File: src/rtl/atm_ledger_arbiter.sv
// rtl/atm_ledger_arbiter.sv - round-robin shared-ledger controller for N ATM terminals
//
// Purpose: arbitrates terminal transactions (balance, withdraw, deposit,
// transfer) onto a single-port balance RAM, sequencing each one as a
// read-modify-write with funds, overflow and account-range checks.
//
// Ports:
//   clk, rst_n              clock, asynchronous active-low reset
//   req[N_TERM]             per-terminal request level
//   req_op/src/dst/amt      per-terminal request fields, packed terminal 0 in the LSBs
//   gnt[N_TERM]             one-hot pulse, fields of the winner are sampled this cycle
//   done[N_TERM]            one-hot pulse, rsp_status/rsp_balance valid this cycle
//   rsp_status              00 OK, 01 INSUFF, 10 OVERFLOW, 11 BAD_ACC
//   rsp_balance             source balance after the operation
//   busy                    high whenever the sequencer is not idle
//   mem_en/we/addr/wdata    RAM strobe, write enable, address, write data
//   mem_rdata               RAM read data, valid the cycle after a read strobe
module atm_ledger_arbiter #(
    parameter int N_TERM = 4,
    parameter int N_ACC  = 10,
    parameter int ACC_W  = 4,
    parameter int BAL_W  = 16,
    parameter int AMT_W  = 11
) (
    input  logic                    clk,
    input  logic                    rst_n,
    input  logic [N_TERM-1:0]       req,
    input  logic [2*N_TERM-1:0]     req_op,
    input  logic [ACC_W*N_TERM-1:0] req_src,
    input  logic [ACC_W*N_TERM-1:0] req_dst,
    input  logic [AMT_W*N_TERM-1:0] req_amt,
    output logic [N_TERM-1:0]       gnt,
    output logic [N_TERM-1:0]       done,
    output logic [1:0]              rsp_status,
    output logic [BAL_W-1:0]        rsp_balance,
    output logic                    busy,
    output logic                    mem_en,
    output logic                    mem_we,
    output logic [ACC_W-1:0]        mem_addr,
    output logic [BAL_W-1:0]        mem_wdata,
    input  logic [BAL_W-1:0]        mem_rdata
);

    localparam int PTR_W = (N_TERM > 1) ? $clog2(N_TERM) : 1;
    localparam logic [ACC_W:0] N_ACC_X = (ACC_W+1)'(N_ACC);

    localparam logic [1:0] OP_BAL  = 2'b00;
    localparam logic [1:0] OP_WD   = 2'b01;
    localparam logic [1:0] OP_DEP  = 2'b10;
    localparam logic [1:0] OP_XFER = 2'b11;

    localparam logic [1:0] ST_OK    = 2'b00;
    localparam logic [1:0] ST_INSUF = 2'b01;
    localparam logic [1:0] ST_OVF   = 2'b10;
    localparam logic [1:0] ST_BAD   = 2'b11;

    typedef enum logic [2:0] {
        S_IDLE,
        S_RD_SRC,
        S_CAP_SRC,
        S_CAP_DST,
        S_EXEC,
        S_WR_SRC,
        S_WR_DST,
        S_RESP
    } state_t;

    state_t             state_q;
    logic [PTR_W-1:0]   rr_ptr_q;
    logic [PTR_W-1:0]   term_q;
    logic [1:0]         op_q;
    logic [ACC_W-1:0]   src_q;
    logic [ACC_W-1:0]   dst_q;
    logic [AMT_W-1:0]   amt_q;
    logic [BAL_W-1:0]   src_bal_q;
    logic [BAL_W-1:0]   dst_bal_q;
    logic [BAL_W-1:0]   new_src_q;
    logic [BAL_W-1:0]   new_dst_q;
    logic [1:0]         status_q;

    logic [N_TERM-1:0]  gnt_q;
    logic [N_TERM-1:0]  done_q;
    logic [1:0]         rsp_status_q;
    logic [BAL_W-1:0]   rsp_balance_q;
    logic               busy_q;
    logic               mem_en_q;
    logic               mem_we_q;
    logic [ACC_W-1:0]   mem_addr_q;
    logic [BAL_W-1:0]   mem_wdata_q;

    assign gnt         = gnt_q;
    assign done        = done_q;
    assign rsp_status  = rsp_status_q;
    assign rsp_balance = rsp_balance_q;
    assign busy        = busy_q;
    assign mem_en      = mem_en_q;
    assign mem_we      = mem_we_q;
    assign mem_addr    = mem_addr_q;
    assign mem_wdata   = mem_wdata_q;

    // Round-robin pick: first active request starting at rr_ptr_q.
    logic             win_vld_d;
    logic [PTR_W-1:0] win_d;
    int               scan_k;

    always_comb begin
        win_vld_d = 1'b0;
        win_d     = '0;
        scan_k    = 0;
        for (int i = 0; i < N_TERM; i++) begin
            scan_k = int'(rr_ptr_q) + i;
            if (scan_k >= N_TERM) begin
                scan_k = scan_k - N_TERM;
            end
            if (!win_vld_d && req[scan_k[PTR_W-1:0]]) begin
                win_vld_d = 1'b1;
                win_d     = PTR_W'(scan_k);
            end
        end
    end

    // Fields of the winning terminal.
    logic [1:0]       win_op_d;
    logic [ACC_W-1:0] win_src_d;
    logic [ACC_W-1:0] win_dst_d;
    logic [AMT_W-1:0] win_amt_d;
    logic             win_bad_d;

    always_comb begin
        win_op_d  = '0;
        win_src_d = '0;
        win_dst_d = '0;
        win_amt_d = '0;
        for (int i = 0; i < N_TERM; i++) begin
            if (PTR_W'(i) == win_d) begin
                win_op_d  = req_op[i*2 +: 2];
                win_src_d = req_src[i*ACC_W +: ACC_W];
                win_dst_d = req_dst[i*ACC_W +: ACC_W];
                win_amt_d = req_amt[i*AMT_W +: AMT_W];
            end
        end
        // Range check happens at acceptance so bad requests never touch the RAM.
        win_bad_d = ({1'b0, win_src_d} >= N_ACC_X) ||
                    ((win_op_d == OP_XFER) &&
                     (({1'b0, win_dst_d} >= N_ACC_X) || (win_src_d == win_dst_d)));
    end

    // Arithmetic at BAL_W+1 bits; the carry bit flags overflow so nothing wraps.
    logic [BAL_W-1:0] amt_ext;
    logic [BAL_W:0]   src_sum;
    logic [BAL_W:0]   dst_sum;
    logic [BAL_W-1:0] src_diff;
    logic             insuff;

    assign amt_ext  = BAL_W'(amt_q);
    assign src_sum  = {1'b0, src_bal_q} + {1'b0, amt_ext};
    assign dst_sum  = {1'b0, dst_bal_q} + {1'b0, amt_ext};
    assign src_diff = src_bal_q - amt_ext;
    assign insuff   = (amt_ext > src_bal_q);

    logic [1:0]       exec_status_d;
    logic [BAL_W-1:0] exec_src_d;
    logic [BAL_W-1:0] exec_dst_d;

    // On any failure the balances are left at their read values, so the
    // response balance is simply new_src_q in every case.
    always_comb begin
        exec_status_d = ST_OK;
        exec_src_d    = src_bal_q;
        exec_dst_d    = dst_bal_q;
        case (op_q)
            OP_WD: begin
                if (insuff) begin
                    exec_status_d = ST_INSUF;
                end else begin
                    exec_src_d = src_diff;
                end
            end
            OP_DEP: begin
                if (src_sum[BAL_W]) begin
                    exec_status_d = ST_OVF;
                end else begin
                    exec_src_d = src_sum[BAL_W-1:0];
                end
            end
            OP_XFER: begin
                if (insuff) begin
                    exec_status_d = ST_INSUF;
                end else if (dst_sum[BAL_W]) begin
                    exec_status_d = ST_OVF;
                end else begin
                    exec_src_d = src_diff;
                    exec_dst_d = dst_sum[BAL_W-1:0];
                end
            end
            default: begin
            end
        endcase
    end

    // Read strobes are launched one state ahead so that each CAP state sees
    // valid mem_rdata; write strobes and done appear the cycle after their state.
    always_ff @(posedge clk or negedge rst_n) begin
        if (!rst_n) begin
            state_q       <= S_IDLE;
            rr_ptr_q      <= '0;
            term_q        <= '0;
            op_q          <= '0;
            src_q         <= '0;
            dst_q         <= '0;
            amt_q         <= '0;
            src_bal_q     <= '0;
            dst_bal_q     <= '0;
            new_src_q     <= '0;
            new_dst_q     <= '0;
            status_q      <= '0;
            gnt_q         <= '0;
            done_q        <= '0;
            rsp_status_q  <= '0;
            rsp_balance_q <= '0;
            busy_q        <= 1'b0;
            mem_en_q      <= 1'b0;
            mem_we_q      <= 1'b0;
            mem_addr_q    <= '0;
            mem_wdata_q   <= '0;
        end else begin
            gnt_q    <= '0;
            done_q   <= '0;
            mem_en_q <= 1'b0;
            mem_we_q <= 1'b0;
            case (state_q)
                S_IDLE: begin
                    if (win_vld_d) begin
                        gnt_q    <= N_TERM'(1) << win_d;
                        term_q   <= win_d;
                        op_q     <= win_op_d;
                        src_q    <= win_src_d;
                        dst_q    <= win_dst_d;
                        amt_q    <= win_amt_d;
                        rr_ptr_q <= (win_d == PTR_W'(N_TERM-1)) ? '0 : win_d + 1'b1;
                        busy_q   <= 1'b1;
                        if (win_bad_d) begin
                            status_q  <= ST_BAD;
                            new_src_q <= '0;
                            state_q   <= S_RESP;
                        end else begin
                            mem_en_q   <= 1'b1;
                            mem_addr_q <= win_src_d;
                            state_q    <= S_RD_SRC;
                        end
                    end
                end
                S_RD_SRC: begin
                    if (op_q == OP_XFER) begin
                        mem_en_q   <= 1'b1;
                        mem_addr_q <= dst_q;
                    end
                    state_q <= S_CAP_SRC;
                end
                S_CAP_SRC: begin
                    src_bal_q <= mem_rdata;
                    state_q   <= (op_q == OP_XFER) ? S_CAP_DST : S_EXEC;
                end
                S_CAP_DST: begin
                    dst_bal_q <= mem_rdata;
                    state_q   <= S_EXEC;
                end
                S_EXEC: begin
                    status_q  <= exec_status_d;
                    new_src_q <= exec_src_d;
                    new_dst_q <= exec_dst_d;
                    if ((exec_status_d == ST_OK) && (op_q != OP_BAL)) begin
                        state_q <= S_WR_SRC;
                    end else begin
                        state_q <= S_RESP;
                    end
                end
                S_WR_SRC: begin
                    mem_en_q    <= 1'b1;
                    mem_we_q    <= 1'b1;
                    mem_addr_q  <= src_q;
                    mem_wdata_q <= new_src_q;
                    state_q     <= (op_q == OP_XFER) ? S_WR_DST : S_RESP;
                end
                S_WR_DST: begin
                    mem_en_q    <= 1'b1;
                    mem_we_q    <= 1'b1;
                    mem_addr_q  <= dst_q;
                    mem_wdata_q <= new_dst_q;
                    state_q     <= S_RESP;
                end
                S_RESP: begin
                    done_q        <= N_TERM'(1) << term_q;
                    rsp_status_q  <= status_q;
                    rsp_balance_q <= new_src_q;
                    busy_q        <= 1'b0;
                    state_q       <= S_IDLE;
                end
                default: begin
                    busy_q  <= 1'b0;
                    state_q <= S_IDLE;
                end
            endcase
        end
    end

endmodule

File: config.mk
export PLATFORM = sky130hd
export DESIGN_NAME = atm_ledger_arbiter
export DESIGN_NICKNAME = d
export VERILOG_FILES = /design/src/rtl/atm_ledger_arbiter.sv
export SDC_FILE = /design/constraint.sdc
export NUM_CORES = 1
export LEC_CHECK = 0
export BUFFER_PORTS_ARGS = -buffer_cell sky130_fd_sc_hd__buf_2
export CAP_MARGIN = 20
export CORE_MARGIN = 2
export CORE_UTILIZATION = 60
export CTS_CLUSTER_DIAMETER = 30
export DETAILED_ROUTE_END_ITERATION = 16
export GPL_TIMING_DRIVEN = 0
export PLACE_DENSITY = 0.87
export SYNTH_ARGS = -nofsm -noshare
export SYNTH_HDL_FRONTEND = slang
export SYNTH_SLANG_ARGS = --single-unit
File: constraint.sdc
create_clock -name clk -period 8.7 [get_ports clk]
set_input_delay 0.435 -clock clk [delete_from_list [all_inputs] [get_ports clk]]
set_output_delay 0.435 -clock clk [all_outputs]
set_load 0.01 [all_outputs]
==> metrics.csv <==
metric,value,unit
min Tclk post-route,4.06,ns
"EDFF count, synth",0,
post-route clock period utilization,0.466,
HP Class,in2reg,
Critical Path Source Type,flop,
relative slew slack,0.363,
postcts setup bufs,0,
Synth Warn #,0,
number of DRC markers in iteration 0,845,
Pwr per Cell Area,447,nW/um2
final hold violation count,0,
Layout area overhead,18.5,%
CTS resizes,0,
Yosys top cell by area,dfrtp_1,
Setup CP Type,reg2reg,
GR Layer Usage met1,0.460,
gr usage total,0.326,
die footprint,15400,um2
Switching Share,0.468,
sequential power share,0.270,
Clock power frac,0.155,
area fraction of the dominant cell type after synthesis,0.413,
grt total ovfl,0,
Nets,1279,
Setup Skew,0.00898,ns
CTS tree,done,
RSZ-0062 raised after global routing,no,
most used routing layer,met2,
final WL,24.2,mm
"Clk Latency, worst-skew pair",0.44,ns
Bufs on Longest Clock Path,2,
pin count of the biggest net entering global routing,90,
share of cells above drive strength 1,0.220,
sequential area share after synthesis,0.413,
status,finished clean,
vias in the first global route,7629,
CTS HTree Levels,4,
CP required,9.02,ns
setup TNS,0,ns
Diodes inserted,0,
combinational share of power,0.575,
core area,14000,um2
post-synthesis register bit count,143,
"Net Count, Synth",1104,
vias per cell,6.20,
Max Cap Violations,0,
fin util,0.734,
Setup crit end kind,flop,
iteration count of the initial detailed-routing pass,8,
CP Max Fanout,10,
DP HPWL,18.3,mm
clk sinks,143,
IO buf count,154,
setup ws final,4.64,ns
met3 global-route usage,0.0586,
IO Count,155,
"Distinct cells, synth",74,
prevailing post-synth register cell,dfrtp_1,
Final Setup Violations,0,
initial antenna violation count,0,
Final ANT Viol Nets,0,
met2 usage,0.507,
ys async rst share,1.00,
Die Y,124,um
average size of a mapped cell,9.04,um2
Max Fclk,246,MHz
FP Rows,43,
GP Congestion,0.950,
leakage,4.87,nW
Root Buffer,clkbuf_16,
Post-Syn Area,8660,um2
chip width,124,um
Initial Util,0.619,
Max Slew Vio Count,0,
Slew @ Worst Pin,0.951,ns
internal power,2.44,mW
dominant cells by area after synthesis,"dfrtp_1, ha_1, a21oi_1",
vias,8224,
first-pass GRT wire length,38.5,mm
"worst slack, placed",4.66,ns
Inserted Clock Buffers,17,
Avg WL per Cell,18.2,um
Peak supply drop,0.201,mV
crit path DAT,4.38,ns
hold slack,0.228,ns
net switching power,2.15,mW
synthesized instance count,958,
Fillers,1035,
total power,4.59,mW
DRC viols,0,
"Reg clk slew, reported paths",0.07,ns
[cell usage after synthesis (all sizes together), types with 5 or more instances]
| cell type | instances |
|---|---|
| a211oi | 16 |
| a21o | 15 |
| a21oi | 91 |
| a221oi | 6 |
| a22oi | 12 |
| a31oi | 6 |
| and2 | 10 |
| buf | 15 |
| clkbuf | 41 |
| dfrtp | 143 |
| ha | 37 |
| inv | 48 |
| mux2 | 40 |
| mux2i | 23 |
| nand2 | 92 |
| nand2b | 12 |
| nand3 | 18 |
| nand3b | 5 |
| nor2 | 85 |
| nor2b | 9 |
| nor3 | 17 |
| nor3b | 8 |
| o21a | 9 |
| o21ai | 72 |
| o21bai | 10 |
| o221ai | 8 |
| o22ai | 18 |
| o31ai | 5 |
| or2 | 5 |
| xnor2 | 15 |
[cells in the final DEF (no fill, tap or decap), types with 10 or more instances in the layout]
master / count
o21ai_0: 66
clkbuf_1: 42
a21oi_1: 89
dfrtp_1: 143
nand3_1: 18
o22ai_1: 18
o21bai_1: 10
buf_2: 162
nand2_1: 92
ha_1: 37
a211oi_1: 15
and2_1: 10
mux2_2: 36
nor3_1: 16
inv_1: 47
a21o_1: 15
nor2_1: 84
a22oi_1: 12
xnor2_1: 15
clkbuf_16: 17
mux2i_1: 23
nand2b_1: 12
[routing by layer]
metal | wire length, um | share of wire
met1 | 10700 | 0.44
met2 | 11000 | 0.46
met3 | 1910 | 0.079
met4 | 609 | 0.025
met5 | 0 | 0
[logic make-up (layout without fill, tap and decap cells)]
family | count (synthesis) | count (layout) | share of synthesized area
compound gates | 308 | 308 | 0.229
fa+ha+maj | 40 | 40 | 0.0604
flops | 143 | 143 | 0.413
xor+xnor | 17 | 17 | 0.0172
simple gates | 283 | 283 | 0.154
buf+inv | 104 | 292 | 0.0477
mux | 63 | 63 | 0.0786
[critical path: stages (launching register included)]
cell and delay [ns]:
dfrtp_1 0.42, mux2i_1 0.20, nor2_1 0.06, nor3_1 0.52, inv_1 0.14, ha_1 0.27, or2_1 0.22, buf_2 0.18
o21bai_1 0.45, and3_1 0.25, o221ai_2 0.11, a211oi_2 0.30, nor2_1 0.16, o21a_1 0.28, a221o_1 0.37
[power groups by stage]
stage          Combinational [mW]  Clock [mW]  Sequential (mW)
2_1_floorplan                1.86           0             1.21
3_3_place_gp                 2.46           0             1.22
3_5_place_dp                 2.55           0             1.24
4_1_cts                      2.58       0.710             1.23
5_1_grt                      2.90       0.740             1.28
6_report                     2.64       0.710             1.24
[final cells by class]
class                      instances  area [um2]  share of cell area
multi-input combinational        711        4670               0.455
inverter                          48         180              0.0176
clock inverter                    14         134              0.0130
tap                              180         225              0.0219
sequential                       143        3580               0.349
buffer                            56         233              0.0227
timing repair buffer             156         815              0.0794
clock buffer                      18         429              0.0418
[what timing repair did]
item	CTS	global route
hold buffers	1	0
setup endpoints to repair	0	0
endpoints found under the hold margin	54	0
[flip-flops by register name (all words and copies together), names as in the netlist, 3 cells and up]
| signal | flops |
|---|---|
| mem_addr | 4 |
| rsp_balance | 16 |
| dst_bal_q | 16 |
| dst_q | 4 |
| mem_wdata | 16 |
| state_q | 3 |
| src_q | 4 |
| amt_q | 11 |
| gnt | 4 |
| new_src_q | 16 |
| new_dst_q | 16 |
| done | 4 |
| src_bal_q | 16 |
[per-stage QoR]
stage               std cells  area (um2)
finish                   1326       10300
global route             1326       10300
CTS                      1326       10300
detailed placement       1293        9690
global placement         1292        9650
floorplan                 958        8660
[final timing paths]
check	start	end	slack (ns)	cells past startpoint
min in group asynchronous	rst_n	mem_wdata[10]	0.52	2
worst min-delay path	mem_rdata[13]	src_bal_q[13]	0.23	3
worst max-delay path	rr_ptr_q[1]	new_src_q[9]	4.64	14
worst max register to register	rr_ptr_q[1]	new_src_q[9]	4.64	14
max in group asynchronous	rst_n	dst_q[0]	7.38	3
worst min register to register	rsp_balance[5]	rsp_balance[5]	0.49	2
No activity file was read; power rests on OpenSTA's default activity.
